### src/rtl/mem_access_unit_pkg.sv
// Shared pipeline definitions: MEM-stage access FSM encoding and MEM control bit positions.
// Imported by the data-cache access unit and its line storage.
package mem_access_unit_pkg;

    typedef enum logic [1:0] {
        ST_IDLE    = 2'd0,
        ST_RD_MISS = 2'd1,
        ST_WR_THRU = 2'd2
    } mau_state_t;

    localparam int LOAD_BIT  = 0;
    localparam int STORE_BIT = 1;

    localparam int WORD_W = 32;

endpackage

### src/rtl/dm_line_array.sv
// Direct-mapped line storage: tag, valid and one data word per line.
// Read is combinational on i_idx; write commits on the rising edge. Only valid bits are reset.
module dm_line_array #(
    parameter int LINES = 16,
    parameter int TAG_W = 26,
    parameter int IDX_W = $clog2(LINES)
) (
    input  logic             clk,
    input  logic             rst,
    input  logic [IDX_W-1:0] i_idx,
    input  logic             i_wr_en,
    input  logic [TAG_W-1:0] i_wr_tag,
    input  logic [31:0]      i_wr_dat,
    output logic             o_rd_vld,
    output logic [TAG_W-1:0] o_rd_tag,
    output logic [31:0]      o_rd_dat
);

    logic [LINES-1:0] r_valid;
    logic [TAG_W-1:0] r_tag [LINES];
    logic [31:0]      r_data [LINES];

    always_ff @(posedge clk or negedge rst) begin
        if (!rst) begin
            r_valid <= '0;
        end else if (i_wr_en) begin
            r_valid[i_idx] <= 1'b1;
        end
    end

    // Tag and data never need a reset value: they are only read behind a valid bit.
    always_ff @(posedge clk) begin
        if (i_wr_en) begin
            r_tag[i_idx]  <= i_wr_tag;
            r_data[i_idx] <= i_wr_dat;
        end
    end

    assign o_rd_vld = r_valid[i_idx];
    assign o_rd_tag = r_tag[i_idx];
    assign o_rd_dat = r_data[i_idx];

endmodule

### src/rtl/mem_access_unit.sv
// MEM stage with a direct-mapped, write-through, no-write-allocate data cache in front of backing memory.
// Hits complete in zero added cycles; misses and stores hold stall_out until the memory acks.
module mem_access_unit
    import mem_access_unit_pkg::*;
#(
    parameter int LINES = 16,
    parameter int CNT_W = 16
) (
    input  logic             clk,
    input  logic             rst,
    input  logic [1:0]       cntrl_m_in,
    input  logic [3:0]       cntrl_w_in,
    input  logic [3:0]       Z_in,
    input  logic [31:0]      alu_in,
    input  logic [31:0]      wdata_in,
    output logic             mem_req,
    output logic             mem_we,
    output logic [31:0]      mem_addr,
    output logic [31:0]      mem_wdata,
    input  logic             mem_ack,
    input  logic [31:0]      mem_rdata,
    output logic [31:0]      alu_out,
    output logic [31:0]      mem_out,
    output logic [3:0]       Z_out,
    output logic [3:0]       cntrl_w_out,
    output logic             stall_out,
    output logic [CNT_W-1:0] hit_cnt,
    output logic [CNT_W-1:0] miss_cnt
);

    localparam int IDX_W = $clog2(LINES);
    localparam int TAG_W = 30 - IDX_W;

    mau_state_t r_state, w_state_nxt;

    logic             r_done;
    logic             r_fill_done;
    logic [CNT_W-1:0] r_hit_cnt;
    logic [CNT_W-1:0] r_miss_cnt;

    logic [IDX_W-1:0] w_index;
    logic [TAG_W-1:0] w_tag;
    logic             w_load;
    logic             w_store;
    logic             w_hit;
    logic             w_rd_vld;
    logic [TAG_W-1:0] w_rd_tag;
    logic [31:0]      w_rd_dat;
    logic             w_wr_en;
    logic [31:0]      w_wr_dat;
    logic             w_stall;
    logic             w_hit_inc;
    logic             w_miss_inc;
    logic             w_done_set;
    logic             w_fill_set;

    assign w_index = alu_in[IDX_W+1:2];
    assign w_tag   = alu_in[31:IDX_W+2];
    assign w_load  = cntrl_m_in[LOAD_BIT];
    assign w_store = cntrl_m_in[STORE_BIT] & ~cntrl_m_in[LOAD_BIT];
    assign w_hit   = w_rd_vld && (w_rd_tag == w_tag);

    dm_line_array #(
        .LINES (LINES),
        .TAG_W (TAG_W),
        .IDX_W (IDX_W)
    ) u_lines (
        .clk      (clk),
        .rst      (rst),
        .i_idx    (w_index),
        .i_wr_en  (w_wr_en),
        .i_wr_tag (w_tag),
        .i_wr_dat (w_wr_dat),
        .o_rd_vld (w_rd_vld),
        .o_rd_tag (w_rd_tag),
        .o_rd_dat (w_rd_dat)
    );

    always_ff @(posedge clk or negedge rst) begin
        if (!rst) begin
            r_state <= ST_IDLE;
        end else begin
            r_state <= w_state_nxt;
        end
    end

    always_comb begin
        w_state_nxt = r_state;
        w_stall     = 1'b0;
        w_wr_en     = 1'b0;
        w_wr_dat    = wdata_in;
        w_hit_inc   = 1'b0;
        w_miss_inc  = 1'b0;
        w_done_set  = 1'b0;
        w_fill_set  = 1'b0;
        case (r_state)
            ST_IDLE: begin
                if (w_load) begin
                    if (w_hit) begin
                        // The hit that closes a refill was already counted as a miss.
                        w_hit_inc = ~r_fill_done;
                    end else begin
                        w_stall     = 1'b1;
                        w_miss_inc  = 1'b1;
                        w_state_nxt = ST_RD_MISS;
                    end
                end else if (w_store && !r_done) begin
                    w_stall     = 1'b1;
                    w_wr_en     = w_hit;
                    w_state_nxt = ST_WR_THRU;
                end
            end
            ST_RD_MISS: begin
                w_stall = 1'b1;
                if (mem_ack) begin
                    w_wr_en     = 1'b1;
                    w_wr_dat    = mem_rdata;
                    w_fill_set  = 1'b1;
                    w_state_nxt = ST_IDLE;
                end
            end
            ST_WR_THRU: begin
                w_stall = 1'b1;
                if (mem_ack) begin
                    w_done_set  = 1'b1;
                    w_state_nxt = ST_IDLE;
                end
            end
            default: begin
                w_state_nxt = ST_IDLE;
            end
        endcase
    end

    // Completion flags live for exactly one IDLE cycle after the ack returns.
    always_ff @(posedge clk or negedge rst) begin
        if (!rst) begin
            r_done      <= 1'b0;
            r_fill_done <= 1'b0;
        end else begin
            if (w_done_set) begin
                r_done <= 1'b1;
            end else if (r_state == ST_IDLE) begin
                r_done <= 1'b0;
            end
            if (w_fill_set) begin
                r_fill_done <= 1'b1;
            end else if (r_state == ST_IDLE) begin
                r_fill_done <= 1'b0;
            end
        end
    end

    always_ff @(posedge clk or negedge rst) begin
        if (!rst) begin
            r_hit_cnt  <= '0;
            r_miss_cnt <= '0;
        end else begin
            if (w_hit_inc && (r_hit_cnt != {CNT_W{1'b1}})) begin
                r_hit_cnt <= r_hit_cnt + CNT_W'(1);
            end
            if (w_miss_inc && (r_miss_cnt != {CNT_W{1'b1}})) begin
                r_miss_cnt <= r_miss_cnt + CNT_W'(1);
            end
        end
    end

    assign mem_req     = (r_state != ST_IDLE);
    assign mem_we      = (r_state == ST_WR_THRU);
    assign mem_addr    = {alu_in[31:2], 2'b00};
    assign mem_wdata   = wdata_in;
    assign alu_out     = alu_in;
    assign mem_out     = w_rd_dat;
    assign Z_out       = Z_in;
    assign stall_out   = w_stall;
    assign cntrl_w_out = w_stall ? 4'b0000 : cntrl_w_in;
    assign hit_cnt     = r_hit_cnt;
    assign miss_cnt    = r_miss_cnt;

endmodule

### config.mk
export PLATFORM = sky130hd
export DESIGN_NAME = mem_access_unit
export DESIGN_NICKNAME = d
export VERILOG_FILES = /design/src/rtl/mem_access_unit_pkg.sv /design/src/rtl/dm_line_array.sv /design/src/rtl/mem_access_unit.sv
export SDC_FILE = /design/constraint.sdc
export NUM_CORES = 1
export LEC_CHECK = 0
export ABC_AREA = 1
export BUFFER_PORTS_ARGS = -buffer_cell sky130_fd_sc_hd__buf_4
export CAP_MARGIN = 20
export CORE_MARGIN = 4
export CORE_UTILIZATION = 51
export CTS_CLUSTER_DIAMETER = 150
export DETAILED_ROUTE_END_ITERATION = 7
export PLACE_DENSITY = 0.69
export SLEW_MARGIN = 25
export SYNTH_ARGS = -nofsm -noshare
export SYNTH_HDL_FRONTEND = slang
export SYNTH_HIERARCHICAL = 1
export SYNTH_SLANG_ARGS = --single-unit
### constraint.sdc
create_clock -name clk -period 5.52 [get_ports clk]
set_input_delay 0.552 -clock clk [delete_from_list [all_inputs] [get_ports clk]]
set_output_delay 0.552 -clock clk [all_outputs]
set_load 0.03 [all_outputs]
Word level (Yosys, flattened, before mapping)
Memory sizes are Yosys's and may differ from the RTL's.
Cells that the tools add are included.

storage, ports and cells
  flip-flop bits (word level) = 52
  memories = 2
  logic and storage cells = 68
  RAM bits = 928

memories
  memory          depth  width  read ports  clocked after memory_dff  wr ports  line                 text
  u_lines.r_data  16     32     1           0                         1         dm_line_array.sv:21  logic [31:0] r_data [LINES];
  u_lines.r_tag   16     26     1           0                         1         dm_line_array.sv:20  logic [TAG_W-1:0] r_tag [LINES];

operators by class
  $lt $le $gt $ge = 2
  $add $sub $neg = 2
  multiplexer cells = 32
  bitwise operators = 4
  equal/unequal tests = 8
  reductions and logical operators = 12

operators by type and width
  operator               count
  $mux 32                2
  $add 16x1->16 const B  2
  $ne 16x16->1 const B   2
  $eq 26x26->1           1
  $mux 1                 20
  $or 16x16->16          1
  $mux 2                 4
  $ne 3x3->1 const B     2
  $reduce_bool 2->1      3
  $logic_and 1x1->1      5
  $lt 4x5->1 const B     1
  $bmux 1 s4             1
  $demux 1 s4            1
  $ge 4x1->1 const B     1
  $mux 4                 1
  $pmux 1 s2             2
  $pmux 2 s2             1
  $reduce_and 3->1       1
  $eq 2x1->1 const B     1
  $eq 2x2->1 const B     1
  $logic_not 2->1        1
  $ne 2x1->1 const B     1
  $not 1->1              2
  $reduce_or 2->1        1
  other kinds (2)        2

Logic depth before layout (Yosys ltp)
  depth after elaboration = 8
  gate-level depth with buffers = 26
  depth with buffers taken out = 23

By module
The synthesis kept the hierarchy.

modules (own cells, without submodules)
  module           cells each  area an instance (µm²)  sequential area each (µm²)  instances
  dm_line_array    3828        39779.4                 28267.1                     1
  mem_access_unit  574         4018.9                  900.9                       1

Worst setup path before layout
No wires, ideal clock.

  path type = input to register
  from = in alu_in[2]
  to = mem u_lines.r_data[3][0] (enable)
  setup time = 475 ps
  stages on the path = 24
  data arrival time = 5279 ps
  setup slack = -233 ps
  required time = 5045 ps
  cells stage by stage = buf_6 -> inv_8 -> buf_6 -> clkbuf_8 -> nand2_1 -> nand2_1 -> nand2_1 -> nand2_1 -> nand2_1 -> nand2_1 -> inv_1 -> nand2_1 -> inv_1 -> nand2_1 -> nand2_1 -> nor2_1 -> nand2_1 -> nor2_1 -> nand2_2 -> nor2_1 -> inv_1 -> o31ai_1 -> nand3_2 -> nor2_1

on the way
  cells in the longest elaborated chain, start to end = 8
  elaborated cells between the ends (all ways) = 10

ends and longest elaborated chain
  element                       line                    text
  start: declaration            mem_access_unit.sv:14   input logic [31:0] alu_in,
  $mem_v2 16x26                 --
  via w_rd_tag[12]              mem_access_unit.sv:47   logic [TAG_W-1:0] w_rd_tag;
  $eq 26x26->1                  mem_access_unit.sv:61   assign w_hit = w_rd_vld && (w_rd_tag == w_tag);
  $logic_and 1x1->1             mem_access_unit.sv:61
  $mux 1                        mem_access_unit.sv:107  end else if (w_store && !r_done) begin
  $mux 1                        mem_access_unit.sv:98   if (w_load) begin
  $pmux 1 s2                    mem_access_unit.sv:96   case (r_state)
  via w_wr_en                   mem_access_unit.sv:49   logic w_wr_en;
  $mux 1                        dm_line_array.sv:33     if (i_wr_en) begin
  $mux 1 (not written as such)  dm_line_array.sv:35     r_data[i_idx] <= i_wr_dat;
  end: declaration              dm_line_array.sv:21

The timed path passes the listed nets, and every way through them passes these cells. The select of a mux whose other input is x is not followed.

Worst setup path in the final report
  from = in alu_in[3]
  to = out cntrl_w_out[0]

on the way
  cells in the longest elaborated chain, start to end = 7
  elaborated cells between the ends (all ways) = 9

ends and longest elaborated chain
  element            line                    text
  $mem_v2 16x26      --
  via w_rd_tag[3]    mem_access_unit.sv:47
  $eq 26x26->1       mem_access_unit.sv:61
  $logic_and 1x1->1  mem_access_unit.sv:61
  $mux 1             mem_access_unit.sv:99   if (w_hit) begin
  $mux 1             mem_access_unit.sv:98
  $pmux 1 s2         mem_access_unit.sv:96
  $mux 4             mem_access_unit.sv:176  assign cntrl_w_out = w_stall ? 4'b0000 : cntrl_w_in;
  end: declaration   mem_access_unit.sv:25   output logic [3:0] cntrl_w_out,

The timed path passes the listed nets, and every way through them passes these cells. The select of a mux whose other input is x is not followed.

==> flow_summary.html <==
<table>
<tr><th>Metric</th><th>Value</th></tr>
<tr><th colspan="2">STA</th></tr>
<tr><td>Final hold vios</td><td>0</td></tr>
<tr><td>Max Clock Freq</td><td>0.230 GHz</td></tr>
<tr><td>Final worst path period share</td><td>0.786</td></tr>
<tr><td>Clock Skew</td><td>around 0.031 ns</td></tr>
<tr><td>Setup repair after global routing missed its margin</td><td>no</td></tr>
<tr><td>Final period demand of the worst path</td><td>4.34 ns</td></tr>
<tr><td>Final worst slack</td><td>1.18 ns</td></tr>
<tr><td>Final hold slack</td><td>0.134 ns</td></tr>
<tr><td>Count of final max-slew check failures</td><td>0</td></tr>
<tr><td>Summed negative setup slack over all endpoints</td><td>0 ns</td></tr>
<tr><td>Slew at the pin with the worst max-slew slack</td><td>between 1 and 1.5 ns</td></tr>
<tr><td>Worst slew margin relative to its limit</td><td>0.333</td></tr>
<tr><td>Setup violation total in the final timing report</td><td>0</td></tr>
<tr><th colspan="2">Place</th></tr>
<tr><td>Hpwl dp</td><td>60700 um</td></tr>
<tr><td>Count of buffers from port buffering</td><td>265</td></tr>
<tr><td>Placement Cell Area</td><td>about 0.046 mm2</td></tr>
<tr><td>Minimum setup slack after placement</td><td>roughly 0.64 ns</td></tr>
<tr><td>Number of placed cells counting well taps</td><td>5596</td></tr>
<tr><td>Global placer's final weighted congestion</td><td>0.841</td></tr>
<tr><th colspan="2">Synthesis</th></tr>
<tr><td>Post-synthesis adder-cell area fraction</td><td>0.00171</td></tr>
<tr><td>Number of library cell types mapped by synthesis</td><td>42</td></tr>
<tr><td>Cell area after synthesis</td><td>0.0438 mm2</td></tr>
<tr><td>Area share of the largest cell type after synthesis</td><td>0.636</td></tr>
<tr><td>Yosys warnings</td><td>6</td></tr>
<tr><td>Primary FF master, synth</td><td>sky130_fd_sc_hd__edfxtp_1</td></tr>
<tr><td>Mean post-synth cell area</td><td>9.95 um2</td></tr>
<tr><td>Most numerous cell in the Yosys netlist</td><td>sky130_fd_sc_hd__nand2_1</td></tr>
<tr><td>Post-synth top area cell</td><td>sky130_fd_sc_hd__edfxtp_1</td></tr>
<tr><td>Share of flip-flops with an asynchronous set or reset</td><td>0.0531</td></tr>
<tr><td>Proportion of synthesized chip area in sequential cells</td><td>0.666</td></tr>
<tr><td>Synth Area in XOR/XNOR</td><td>0.00560</td></tr>
<tr><td>Portion of netlist area occupied by mux cells</td><td>0.00823</td></tr>
<tr><td>Post-synth EDFFs</td><td>928</td></tr>
<tr><td>Most instantiated cells after synthesis</td><td>2691 x sky130_fd_sc_hd__nand2_1, 928 x sky130_fd_sc_hd__edfxtp_1, 209 x sky130_fd_sc_hd__inv_1, 118 x sky130_fd_sc_hd__buf_4, 99 x sky130_fd_sc_hd__buf_2</td></tr>
<tr><td>Synth Area in Compound Gates</td><td>0.00249</td></tr>
<tr><td>Dominant combinational cell family by area after synthesis</td><td>simple AND/OR/NAND/NOR gates</td></tr>
<tr><td>Synth top area cells</td><td>sky130_fd_sc_hd__edfxtp_1 64%, sky130_fd_sc_hd__nand2_1 23%, sky130_fd_sc_hd__dfrtp_1 3.0%</td></tr>
<tr><td>Mapped Cells</td><td>approximately 4400</td></tr>
<tr><td>Simple-gate share of the synthesized area</td><td>0.250</td></tr>
<tr><td>Synthesized flop and latch total</td><td>980</td></tr>
<tr><th colspan="2">Cells and area</th></tr>
<tr><td>Final core utilization</td><td>0.579</td></tr>
<tr><td>Share of cells above drive strength 1</td><td>0.124</td></tr>
<tr><td>P&amp;R area growth vs syn</td><td>12.5%</td></tr>
<tr><td>Post-layout net count</td><td>4672</td></tr>
<tr><td>Final std cells w/o fill</td><td>5786</td></tr>
<tr><td>Fill count</td><td>7140</td></tr>
<tr><td>Finished Cell Area</td><td>0.0493 mm2</td></tr>
<tr><th colspan="2">Critical path</th></tr>
<tr><td>CP max stage cell</td><td>sky130_fd_sc_hd__inv_8</td></tr>
<tr><td>Cell type with the highest occurrence count on the critical path</td><td>sky130_fd_sc_hd__nand2_1</td></tr>
<tr><td>R2r startpoint</td><td>u_lines/r_tag[9][6]</td></tr>
<tr><td>Worst reg2reg path endpoint</td><td>u_lines/r_data[4][26]</td></tr>
<tr><td>Worst R2R Setup Slack</td><td>1.82 ns</td></tr>
<tr><td>Critical path type</td><td>input port to output pin</td></tr>
<tr><td>Ordered cell list for the critical path</td><td>clkbuf_8 -&gt; inv_8 -&gt; buf_4 -&gt; nand2_1 -&gt; nand2_1 -&gt; nand2_1 -&gt; nand2_1 -&gt; inv_1 -&gt; nand2_1 -&gt; nand2_1 -&gt; nand2_1 -&gt; nand2_1 -&gt; nor2_1 -&gt; nand3_2 -&gt; o21bai_2 -&gt; nand2_1 -&gt; nand2_2 -&gt; nand2_2 -&gt; a21oi_1 -&gt; buf_4</td></tr>
<tr><td>Worst Setup End Kind</td><td>output pin</td></tr>
<tr><td>Arrival @ worst endpoint</td><td>3.79 ns</td></tr>
<tr><td>Worst path required time</td><td>between 4 and 5 ns</td></tr>
<tr><td>Crit-path max FO</td><td>109</td></tr>
<tr><td>Number of cells traversed by the worst register-to-register path</td><td>21</td></tr>
<tr><td>Critical Path Source Type</td><td>input port</td></tr>
<tr><td>Longest individual stage delay on the worst path</td><td>0.63 ns</td></tr>
<tr><th colspan="2">Route</th></tr>
<tr><td>Routed wire length</td><td>107000 um</td></tr>
<tr><td>Number of vias in the routed layout</td><td>approximately 29000</td></tr>
<tr><td>Drt drc</td><td>0</td></tr>
<tr><td>DR iter-0 viols</td><td>2626</td></tr>
<tr><td>Avg Vias per Cell</td><td>5.09</td></tr>
<tr><td>Wire per inst</td><td>18.4 um</td></tr>
<tr><td>Number of nets with antenna violations after routing</td><td>1</td></tr>
<tr><td>Number of detailed-routing iterations run before antenna repair</td><td>6</td></tr>
<tr><th colspan="2">Global routing</th></tr>
<tr><td>Wire length of the first global-routing pass</td><td>163000 um</td></tr>
<tr><td>Final global-route overflow total</td><td>0</td></tr>
<tr><td>Via count of the first global-routing pass</td><td>roughly 28000</td></tr>
<tr><td>Overall Global Routing Usage</td><td>0.231</td></tr>
<tr><td>Number of antenna violations at the first check in global routing</td><td>0</td></tr>
<tr><td>Pin count of the biggest net entering global routing</td><td>between 100 and 150</td></tr>
<tr><th colspan="2">CTS</th></tr>
<tr><td>H-tree levels</td><td>3</td></tr>
<tr><td>TritonCTS clock tree</td><td>built</td></tr>
<tr><td>Insertion delay of the later-clocked pin in the worst-skew pair</td><td>about 0.68 ns</td></tr>
<tr><td>Number of buffers between clock root and the deepest sink</td><td>3</td></tr>
<tr><td>Post-CTS clock slew at the launch and capture registers of the worst setup and hold paths</td><td>0.06 ns</td></tr>
<tr><td>CTS Root Buffer Type</td><td>sky130_fd_sc_hd__clkbuf_16</td></tr>
<tr><td>Total clock sinks</td><td>980</td></tr>
<tr><td>Number of buffers added by the clock tree synthesis step</td><td>102</td></tr>
<tr><td># resized after CTS</td><td>0</td></tr>
<tr><th colspan="2">Floorplanning</th></tr>
<tr><td>Chip width</td><td>301 um</td></tr>
<tr><td>Count of pins on the block boundary</td><td>280</td></tr>
<tr><td>Starting density of the core</td><td>0.514</td></tr>
<tr><td>Core area</td><td>0.0851 mm2</td></tr>
<tr><td>Die span in y</td><td>about 300 um</td></tr>
<tr><td>Total die area</td><td>roughly 0.09 mm2</td></tr>
<tr><td>Count of standard-cell rows</td><td>around 110</td></tr>
<tr><th colspan="2">Flow run</th></tr>
<tr><td>Number of maximum-capacitance violations</td><td>0</td></tr>
<tr><th colspan="2">Power and ir drop</th></tr>
<tr><td>Relative contribution of sequential cells to total power</td><td>0.507</td></tr>
<tr><td>Switching power summed over all nets</td><td>around 4.2 mW</td></tr>
<tr><td>Logic pwr share</td><td>0.110</td></tr>
<tr><td>Share of power burned in the clock network</td><td>0.383</td></tr>
<tr><td>Internal power contribution</td><td>about 13 mW</td></tr>
<tr><td>Sw Share</td><td>0.251</td></tr>
<tr><td>Worst VDD drop</td><td>0.286 mV</td></tr>
<tr><td>Lkg Pwr</td><td>approximately 21 nW</td></tr>
<tr><td>Power density over the cells</td><td>340 mW/mm2</td></tr>
<tr><td>Power after layout</td><td>between 15 and 20 mW</td></tr>
<tr><th colspan="2">Hold path</th></tr>
<tr><td>Hold worst-path end</td><td>r_done</td></tr>
<tr><td>Min-delay worst type</td><td>input port to flop</td></tr>
<tr><td>Hold path startpoint</td><td>mem_ack</td></tr>
<tr><td>Number of instances on the worst hold path</td><td>3</td></tr>
<tr><th colspan="2">Status</th></tr>
<tr><td>Outcome</td><td>finished with violations</td></tr>
<tr><td>Failing checks</td><td>antenna violations</td></tr>
</table>
-- critical path, delay by kind of cell --
family                 cells  cell delay [ns]
AOI/OAI and AO/OA          2             0.34
buffers and inverters      5             1.37
and+or+nand+nor           13             1.45
-- worst max-delay path by stage --
stage,depth (start not counted),to,slack [ns],start
2_1_floorplan,24,u_lines/r_data[3][0],-0.23,alu_in[2]
3_3_place_gp,21,u_lines/r_data[15][8],0.69,alu_in[3]
3_5_place_dp,21,u_lines/r_tag[5][2],0.64,alu_in[3]
4_1_cts,20,cntrl_w_out[1],1.22,alu_in[3]
5_1_grt,20,cntrl_w_out[0],0.96,alu_in[3]
6_report,20,cntrl_w_out[0],1.18,alu_in[3]
-- layer usage --
metal | vias up | wire length (um) | GRT usage
met5 | - | 0 | 0
met2 | 1100 | 51900 | 0.386
li1 | 14200 | - | -
met1 | 14000 | 44400 | 0.322
met4 | 0 | 2350 | 0.0604
met3 | 145 | 7900 | 0.0323
-- cells in the final DEF (no fill, tap or decap), types with 2 or more instances in the layout --
master / count
sky130_fd_sc_hd__edfxtp_1: 928
sky130_fd_sc_hd__nand3b_1: 2
sky130_fd_sc_hd__nor2_1: 43
sky130_fd_sc_hd__clkbuf_16: 103
sky130_fd_sc_hd__nand3_1: 15
sky130_fd_sc_hd__nand3_2: 12
sky130_fd_sc_hd__clkinv_16: 2
sky130_fd_sc_hd__nor3_4: 2
sky130_fd_sc_hd__mux2_2: 32
sky130_fd_sc_hd__inv_1: 208
sky130_fd_sc_hd__or2_2: 6
sky130_fd_sc_hd__dfrtp_1: 52
sky130_fd_sc_hd__ha_1: 6
sky130_fd_sc_hd__nor2_4: 21
sky130_fd_sc_hd__a21oi_1: 6
sky130_fd_sc_hd__inv_16: 4
sky130_fd_sc_hd__xnor2_1: 13
sky130_fd_sc_hd__buf_12: 23
sky130_fd_sc_hd__clkinv_1: 17
sky130_fd_sc_hd__o21ai_0: 4
sky130_fd_sc_hd__bufinv_16: 3
sky130_fd_sc_hd__xor2_1: 15
sky130_fd_sc_hd__nand2_2: 10
sky130_fd_sc_hd__clkinv_2: 21
sky130_fd_sc_hd__nor3_2: 4
sky130_fd_sc_hd__nand2_1: 2690
sky130_fd_sc_hd__or2_1: 11
sky130_fd_sc_hd__conb_1: 2
sky130_fd_sc_hd__buf_4: 310
sky130_fd_sc_hd__clkbuf_1: 34
sky130_fd_sc_hd__nor2_2: 7
sky130_fd_sc_hd__inv_2: 3
sky130_fd_sc_hd__o21ai_1: 2
sky130_fd_sc_hd__nor3_1: 2
sky130_fd_sc_hd__nand4_1: 7
sky130_fd_sc_hd__diode_2: 5
-- cell type report --
cell class	count	area, um2	share of cell area
Sequential cell	980	29200	0.592
Multi-Input combinational cell	2922	11900	0.241
Timing Repair Buffer	336	2830	0.0574
Clock buffer	137	2710	0.0549
Tap cell	1144	1430	0.0291
Inverter	215	833	0.0169
Clock inverter	47	402	0.00815
Antenna cell	5	12.5	0.000254
-- registers in the layout, summed over array words and instances (netlist names) --
register,count
r_done,1
u_lines/r_valid,16
miss_cnt,16
r_fill_done,1
r_state,2
hit_cnt,16
u_lines/r_tag,416
u_lines/r_data,512
-- logic make-up (layout without fill, tap and decap cells) --
kind of cell | after synthesis | in the layout
simple gates | 2836 | 2836
flops | 980 | 980
buf+inv | 501 | 735
mux | 32 | 32
xor+xnor | 28 | 28
compound gates | 18 | 18
fa+ha+maj | 6 | 6
other cells | 1 | 7
-- timing repair --
item | 4_1_cts | 5_1_grt
hold buffers | 1 | 0
hold endpoints to repair | 52 | 0
setup buffers | 0 | 0
-- power groups by stage --
stage | logic, mW | clock network, mW | registers, mW
after floorplan | 1.19 | 0 | 8.67
after global placement | 1.83 | 0 | 8.64
after detailed placement | 1.85 | 0 | 8.64
after CTS | 1.86 | 6.53 | 8.49
after global routing | 2.03 | 6.87 | 8.50
final | 1.84 | 6.41 | 8.49
Note: power is estimated with default switching activity, not from simulation.
